## config.mk

```make
export PLATFORM = sky130hd
export DESIGN_NAME = seg_scan_driver
export DESIGN_NICKNAME = d
export VERILOG_FILES = /design/src/rtl/seg_pkg.sv /design/src/rtl/seg_hex_decode.sv /design/src/rtl/seg_scan_driver.sv
export SDC_FILE = /design/constraint.sdc
export NUM_CORES = 1
export LEC_CHECK = 0
export BUFFER_PORTS_ARGS = -buffer_cell sky130_fd_sc_hd__buf_2
export CORE_UTILIZATION = 63
export DETAILED_ROUTE_END_ITERATION = 6
export PLACE_DENSITY = 0.83
export SETUP_SLACK_MARGIN = 0.05
export SKIP_LAST_GASP = 1
export SYNTH_ARGS = -nofsm -noshare
export SYNTH_HDL_FRONTEND = slang
export SYNTH_SLANG_ARGS = --single-unit
```

## constraint.sdc

```tcl
create_clock -name clk -period 4.5 [get_ports clk]
set_clock_uncertainty 0.1 [all_clocks]
set_input_delay 0.9 -clock clk [delete_from_list [all_inputs] [get_ports clk]]
set_output_delay 0.9 -clock clk [all_outputs]
set_load 0.02 [all_outputs]
```

## src/rtl/seg_pkg.sv

```systemverilog
// Shared constants and types for the multiplexed seven-segment scan driver.
// Segment codes are common-anode, active-low, bit0 = segment a.
package seg_pkg;

  localparam int unsigned NUM_DIGITS = 6;
  localparam logic [6:0]  SEG_BLANK  = 7'h7F;

  // Entry n is the pattern for hex digit n.
  localparam logic [15:0][6:0] SEG_TABLE = {
    7'h0E, 7'h06, 7'h21, 7'h46, 7'h03, 7'h08, 7'h10, 7'h00,
    7'h78, 7'h02, 7'h12, 7'h19, 7'h30, 7'h24, 7'h79, 7'h40
  };

  typedef struct packed {
    logic [23:0] value;
    logic [5:0]  dp;
    logic        lz_en;
    logic        valid;
  } disp_t;

  function automatic logic [6:0] hex_to_seg(input logic [3:0] nib);
    return SEG_TABLE[nib];
  endfunction

endpackage

```

## src/rtl/seg_hex_decode.sv

```systemverilog
// Combinational hex nibble to common-anode segment decode with blank override.
module seg_hex_decode
  import seg_pkg::*;
(
  input  logic [3:0] nibble,
  input  logic       blank,
  output logic [6:0] seg
);

  always_comb begin
    seg = blank ? SEG_BLANK : hex_to_seg(nibble);
  end

endmodule

```

## src/rtl/seg_scan_driver.sv

```systemverilog
// Six-digit multiplexed seven-segment driver with dead time between digits
// and frame-synchronous (tear-free) display updates.
module seg_scan_driver
  import seg_pkg::*;
#(
  parameter int unsigned SCAN_DIV = 50000,
  parameter int unsigned DEAD     = 16
) (
  input  logic        clk,
  input  logic        rst_n,
  input  logic        load,
  input  logic [23:0] value,
  input  logic [5:0]  dp_in,
  input  logic        lz_en,
  output logic [6:0]  seg,
  output logic        dp_n,
  output logic [5:0]  cs,
  output logic        frame_tick
);

  localparam int unsigned CNT_W = $clog2(SCAN_DIV);

  logic [CNT_W-1:0] cnt_q, cnt_d;
  logic [2:0]       idx_q, idx_d;
  disp_t            pend_q, pend_d;
  disp_t            act_q, act_d;
  logic [6:0]       seg_q, seg_d;
  logic             dp_n_q, dp_n_d;
  logic [5:0]       cs_q, cs_d;
  logic             tick_q, tick_d;

  logic             cnt_wrap, last_digit, boundary, blank;
  logic [3:0]       cur_nib;
  logic [23:0]      upper;
  disp_t            load_word;

  seg_hex_decode u_dec (
    .nibble (cur_nib),
    .blank  (blank),
    .seg    (seg_d)
  );

  always_comb begin
    cnt_wrap   = (cnt_q == CNT_W'(SCAN_DIV - 1));
    last_digit = (idx_q == 3'(NUM_DIGITS - 1));
    boundary   = cnt_wrap && last_digit;

    cnt_d = cnt_wrap ? '0 : cnt_q + CNT_W'(1);
    idx_d = idx_q;
    if (cnt_wrap) idx_d = last_digit ? '0 : idx_q + 3'd1;

    load_word = '{value: value, dp: dp_in, lz_en: lz_en, valid: 1'b1};
    pend_d    = pend_q;
    act_d     = act_q;
    // A boundary-cycle load bypasses pending so it is shown from the very next frame.
    if (boundary) begin
      if (load)              act_d = load_word;
      else if (pend_q.valid) act_d = pend_q;
      pend_d.valid = 1'b0;
    end else if (load) begin
      pend_d = load_word;
    end

    upper   = act_q.value >> {idx_q, 2'b00};
    cur_nib = upper[3:0];
    // Active starts invalid after reset, keeping the display dark until a load lands.
    blank   = !act_q.valid || (act_q.lz_en && (idx_q != 3'd0) && (upper == '0));

    dp_n_d = ~act_q.dp[idx_q];
    cs_d   = '1;
    if (cnt_q >= CNT_W'(DEAD)) cs_d[idx_q] = 1'b0;
    tick_d = boundary;
  end

  always_ff @(posedge clk or negedge rst_n) begin
    if (!rst_n) begin
      cnt_q  <= '0;
      idx_q  <= '0;
      pend_q <= '0;
      act_q  <= '0;
      seg_q  <= SEG_BLANK;
      dp_n_q <= 1'b1;
      cs_q   <= '1;
      tick_q <= 1'b0;
    end else begin
      cnt_q  <= cnt_d;
      idx_q  <= idx_d;
      pend_q <= pend_d;
      act_q  <= act_d;
      seg_q  <= seg_d;
      dp_n_q <= dp_n_d;
      cs_q   <= cs_d;
      tick_q <= tick_d;
    end
  end

  assign seg        = seg_q;
  assign dp_n       = dp_n_q;
  assign cs         = cs_q;
  assign frame_tick = tick_q;

endmodule

```

* Yosys cells after proc, flatten, opt, wreduce, memory -nomap -nowiden *
Memories as Yosys holds them, arrays and structs flattened.
Index checks and enable logic that the tools add are counted.

cells by class
  $add $sub $neg = 2
  multiply operators = 0
  divide/modulo/power cells = 0
  magnitude comparators = 4
  equality and inequality tests = 2
  shift operators = 1
  mux-type cells = 13
  bitwise gates (word level) = 3
  reductions and logical operators = 12

operators with widths
  cell                                                                     number
  32-bit 2-to-1 mux                                                        2
  24-bit zero test                                                         1
  24-bit by 5-bit >> shifter with 24-bit output                            1
  16-bit by 1-bit adder with 16-bit output (second input constant)         1
  16-bit equality test (second input constant)                             1
  16-bit by 5-bit >= comparator with 1-bit output (second input constant)  1
  16-bit 2-to-1 mux                                                        1
  7-bit 2-to-1 mux                                                         2
  6-bit 2-to-1 mux                                                         1
  6-bit inverter                                                           1
  4-bit by 5-bit < comparator with 1-bit output (second input constant)    1
  1-bit logical AND                                                        4
  3-bit by 4-bit < comparator with 1-bit output (second input constant)    1
  1-bit 2-to-1 mux                                                         4
  2-bit AND reduction                                                      2
  2-bit nonzero test                                                       2
  3-bit by 1-bit adder with 3-bit output (second input constant)           1
  1-bit binary-select mux with 3-bit select                                1
  1-bit demux with 3-bit select                                            1
  3-bit equality test (second input constant)                              1
  3-bit by 1-bit >= comparator with 1-bit output (second input constant)   1
  3-bit 2-to-1 mux                                                         1
  3-bit nonzero test                                                       1
  1-bit inverter                                                           2
  2 further kinds                                                          2

word-level totals
  register bits = 98
  bits in latches = 0
  bits in writable memories = 0
  ROM bits = 112
  bits of input ports = 34
  output and inout bits = 15
  memories = 1

memory list
  memory            words  width  rd ports  clocked after Yosys merged registers in  write ports  RTL line       text
  (name not given)  16     7      1         0                                        0            seg_pkg.sv:22  return SEG_TABLE[nib];

* Depth between registers and ports, before layout *
  depth in word-level cells = 6
  depth in mapped cells = 11
  depth with buffers taken out = 9

* Cells and area by module *
From an unflattened synthesis, not the netlist that was laid out.

second synthesis, totals
  cells, all modules = 449
  area total of the unflattened synthesis = 5,380.2 um^2

by module, submodules not included
  module           instances  cells an instance  area an instance (um^2)
  seg_scan_driver  1          414                5,081.1
  seg_hex_decode   1          35                 299.0

* Worst setup path after synthesis *
OpenSTA, ideal clock, no wires.

  kind = reg-to-reg
  start = register idx_q[1]
  end = register seg_q[2] (netlist: seg[2])
  library setup time = 0.098 ns
  data arrival time = 2.518 ns
  setup slack = 1.783 ns
  cell stages (with the launch flop) = 10
  cell sequence = dfrtp_1 buf_2 buf_2 mux4_2 a21oi_1 ha_1 o311ai_0 or4_1 o21a_1 o311ai_1

on the way
  cells in the longest elaborated chain, start to end = 5

RTL lines
  element                                                                         RTL line               text
  start, declared                                                                 seg_scan_driver.sv:24  logic [2:0] idx_q, idx_d;
  start signal, assigned                                                          seg_scan_driver.sv:87  idx_q <= idx_d;
  parallel branches: the longest is 4 deep, another holds memory read 16 x 7 bit  n/a
  7-bit 2-to-1 mux (*)                                                            seg_hex_decode.sv:11   seg = blank ? SEG_BLANK : hex_to_seg(nibble);
  net seg_d[2]                                                                    seg_scan_driver.sv:27  logic [6:0] seg_q, seg_d;
  end signal, assigned                                                            seg_scan_driver.sv:90  seg_q <= seg_d;
  end, declared                                                                   seg_scan_driver.sv:27

Mark *: on every way through the listed nets, which the timed path passes. The select of a mux whose other input is x is not followed.
A chain may end at the register's enable or synchronous reset.

* Worst setup path after layout *
  start = register idx_q[1]
  end = register seg_q[0] (netlist: seg[0])

Same word-level chain as after synthesis.

==> flow_metrics.env <==
export IMPL_status="complete, no violations"
export IMPL_power_mw=1.655
export IMPL_finalCritPeriodShare=0.7011
export IMPL_maxCapViolCount=0
export IMPL_ff2ff_setup_slack_ns=1.35
export IMPL_r2r_cells=7
export IMPL_startpoint_type="flop"
export IMPL_die_w_um=89.31
export IMPL_slew_headroom=0.2011
export IMPL_drc=0
export IMPL_antenna_found_initial=0
export IMPL_postSynth_asyncResetShare=1.000
export IMPL_layout_common_cells="dfrtp_1, nor2_1, buf_2, mux2i_1, a21oi_1"
export IMPL_crit_fanout=21
export IMPL_drive_gt1_frac=0.2706
export IMPL_grt_pass1_wl_mm=14.77
export IMPL_drt_iter0_drc=188
export IMPL_synth_top_flop_cell="dfrtp_1"
export IMPL_timing_rr_start="idx_q[1]$_DFFE_PN0N_"
export IMPL_multi_input_area_sq_mm=0.002126
export IMPL_r2r_end="seg[0]$_DFF_PN1_"
export IMPL_grt_usage=0.2464
export IMPL_yosysWarnings=0
export IMPL_fp_dieH_um=89.31
export IMPL_place_congestion=0.8584
export IMPL_ys_ff_latch=98
export IMPL_area_delta_synth_final_pct=9.614
export IMPL_num_nets_final=499
export IMPL_h_tree_depth=3
export IMPL_synth_edff_count=0
export IMPL_cts_buffers=9
export IMPL_place_area_sq_mm=0.005049
export IMPL_setup_viol=0
export IMPL_hpwl_mm=6.187
export IMPL_post_cts_buffers=0
export IMPL_post_cts_resized=0
export IMPL_antenna_left=0
export IMPL_required_ns=4.69
export IMPL_fin_cells=561
export IMPL_fin_area_sq_mm=0.005264
export IMPL_arrival_ns=3.34
export IMPL_crit_start="idx_q[1]$_DFFE_PN0N_"
export IMPL_endpoint="seg[0]$_DFF_PN1_"
export IMPL_seqCellArea_sq_mm=0.002470
export IMPL_netlist_instances=414
export IMPL_fmax_mhz=317.0
export IMPL_syn_area_per_cell_sq_um=11.60
export IMPL_fin_tns_setup_ns=0
export IMPL_wl_mm=8.980
export IMPL_core_rowCount=31
export IMPL_synth_distinct_cells=47
export IMPL_grt_pass1_vias=3108
export IMPL_cts_hold_buf=0
export IMPL_cts_tree="yes"
export IMPL_syn_nets=456
export IMPL_final_fill_count=523
export IMPL_rsz0062_at_grt="no"
export IMPL_layout_commonest_cell="dfrtp_1"
export IMPL_hold_path_class="input pin to asynchronous set/reset pin"
export IMPL_grt_overflow_total=0
export IMPL_placed_cells=545
export IMPL_finalCriticalPeriod_ns=3.155
export IMPL_cts_max_path_buffers=2
export IMPL_io_pins=49
export IMPL_pre_cts_slack_ns=1.419
export IMPL_fp_dieArea_sq_mm=0.007975
export IMPL_cts_sinks=98
export IMPL_synthesis_area_sq_mm=0.004802
export IMPL_fin_util=0.7219
export IMPL_core_sq_mm=0.007292
export IMPL_fin_hold_ws_ns=0.2583
export IMPL_insertion_delay_ns=0.37
export IMPL_routedWlPerCell_um=16.01
export IMPL_grt_max_degree=63
export IMPL_num_vias=3258
export IMPL_timing_final_ws_setup_ns=1.345
export IMPL_cp_end_kind="flop"
export IMPL_root_buffer="clkbuf_8"
export IMPL_clkSlewWorstSetupHoldPaths_ns=0.09
export IMPL_power_density_mw_per_mm2=314.4
export IMPL_drt_pass1_iter_count=4
export IMPL_p_leak_nw=2.473
export IMPL_path_class="flop to flop"
export IMPL_portBuffers=48
export IMPL_worst_pin_slew_ns=1.189
export IMPL_vias_per_cell=5.807
export IMPL_initial_core_util=0.6585
export IMPL_hold_viol_final=0
export IMPL_drv_slew=0
export IMPL_diodes=0
export IMPL_yosysSeqAreaShare=0.5143
export IMPL_peakVddDrop_mv=0.1917
-- area by class of cell --
class	count	share of cell area
well taps	99	0.02353
multi-input cells	284	0.4039
clock buffers	13	0.03209
flip-flops and latches	98	0.4692
clock inverters	3	0.008795
inverters	9	0.006418
repair buffers	55	0.05610
-- power breakdown --
part	leakage [nW]	switching, mW	internal, mW
registers	1.23	0.0166	0.908
clock network	0.106	0.300	0.304
logic	1.14	0.0566	0.0690
total	2.47	0.373	1.28
-- cell families after synthesis --
logic type / synth area share
buffers and inverters: 0.04403
DFF: 0.5143
adders and majority gates: 0.02085
muxes: 0.1978
xor gates and xnor gates: 0.02736
AOI/OAI and AO/OA: 0.07947
and+or+nand+nor: 0.1162
-- synthesized netlist by cell type, drive strengths merged, types with 2 or more instances --
cell    count  area share
nor2       58       0.045
ha          8       0.021
o21a        2      0.0047
xor2        9       0.016
a21o        2      0.0031
mux2i      42       0.088
or4         2      0.0031
nor3       13       0.014
or2         2      0.0026
o211ai      2      0.0031
o21ai       5      0.0052
a211oi      3      0.0047
nor2b       2      0.0026
clkbuf      8       0.010
mux2       33        0.10
and3        2      0.0029
inv         9      0.0070
nand2b      5      0.0065
dfstp      14       0.077
nor4        6      0.0091
o221ai      2      0.0036
o311ai      3      0.0055
dfrtp      84        0.44
nand2      16       0.013
nand4       2      0.0026
mux4        2      0.0094
nand3      12       0.013
xnor2       6       0.011
buf        15       0.027
a21oi      37       0.039
-- worst min-delay path by stage --
stage	startpoint	cells past startpoint	end
6_report	rst_n	1	cnt_q[5]$_DFF_PN0_
5_1_grt	rst_n	1	cnt_q[4]$_DFF_PN0_
4_1_cts	rst_n	1	cnt_q[5]$_DFF_PN0_
3_5_place_dp	act_q[0]$_DFFE_PN0P_	1	act_q[0]$_DFFE_PN0P_
3_3_place_gp	act_q[6]$_DFFE_PN0P_	1	dp_n$_DFF_PN1_
2_1_floorplan	act_q[6]$_DFFE_PN0P_	1	dp_n$_DFF_PN1_
-- worst max-delay path, stage by stage, from the launching register on --
cell and delay, ns:
dfrtp_1 0.82, mux4_2 0.40, a21oi_1 0.39, ha_1 0.28, o311ai_0 0.14, or4_1 0.53
o21a_1 0.28, o21ai_0 0.12
-- sequential cells by signal, summed over array words and instances, names as in the netlist --
signal	cells
pend_q	32
frame_tick	1
cnt_q	16
idx_q	3
cs	6
seg	7
act_q	32
dp_n	1
-- routing by layer --
metal,vias up,share of wire,global-route usage
li1,1541,-,-
met1,1615,0.44,0.3389
met2,80,0.48,0.3754
met3,22,0.050,0.04155
met4,0,0.029,0.1371
met5,-,0,0
Note: power is estimated with default switching activity, not from simulation.
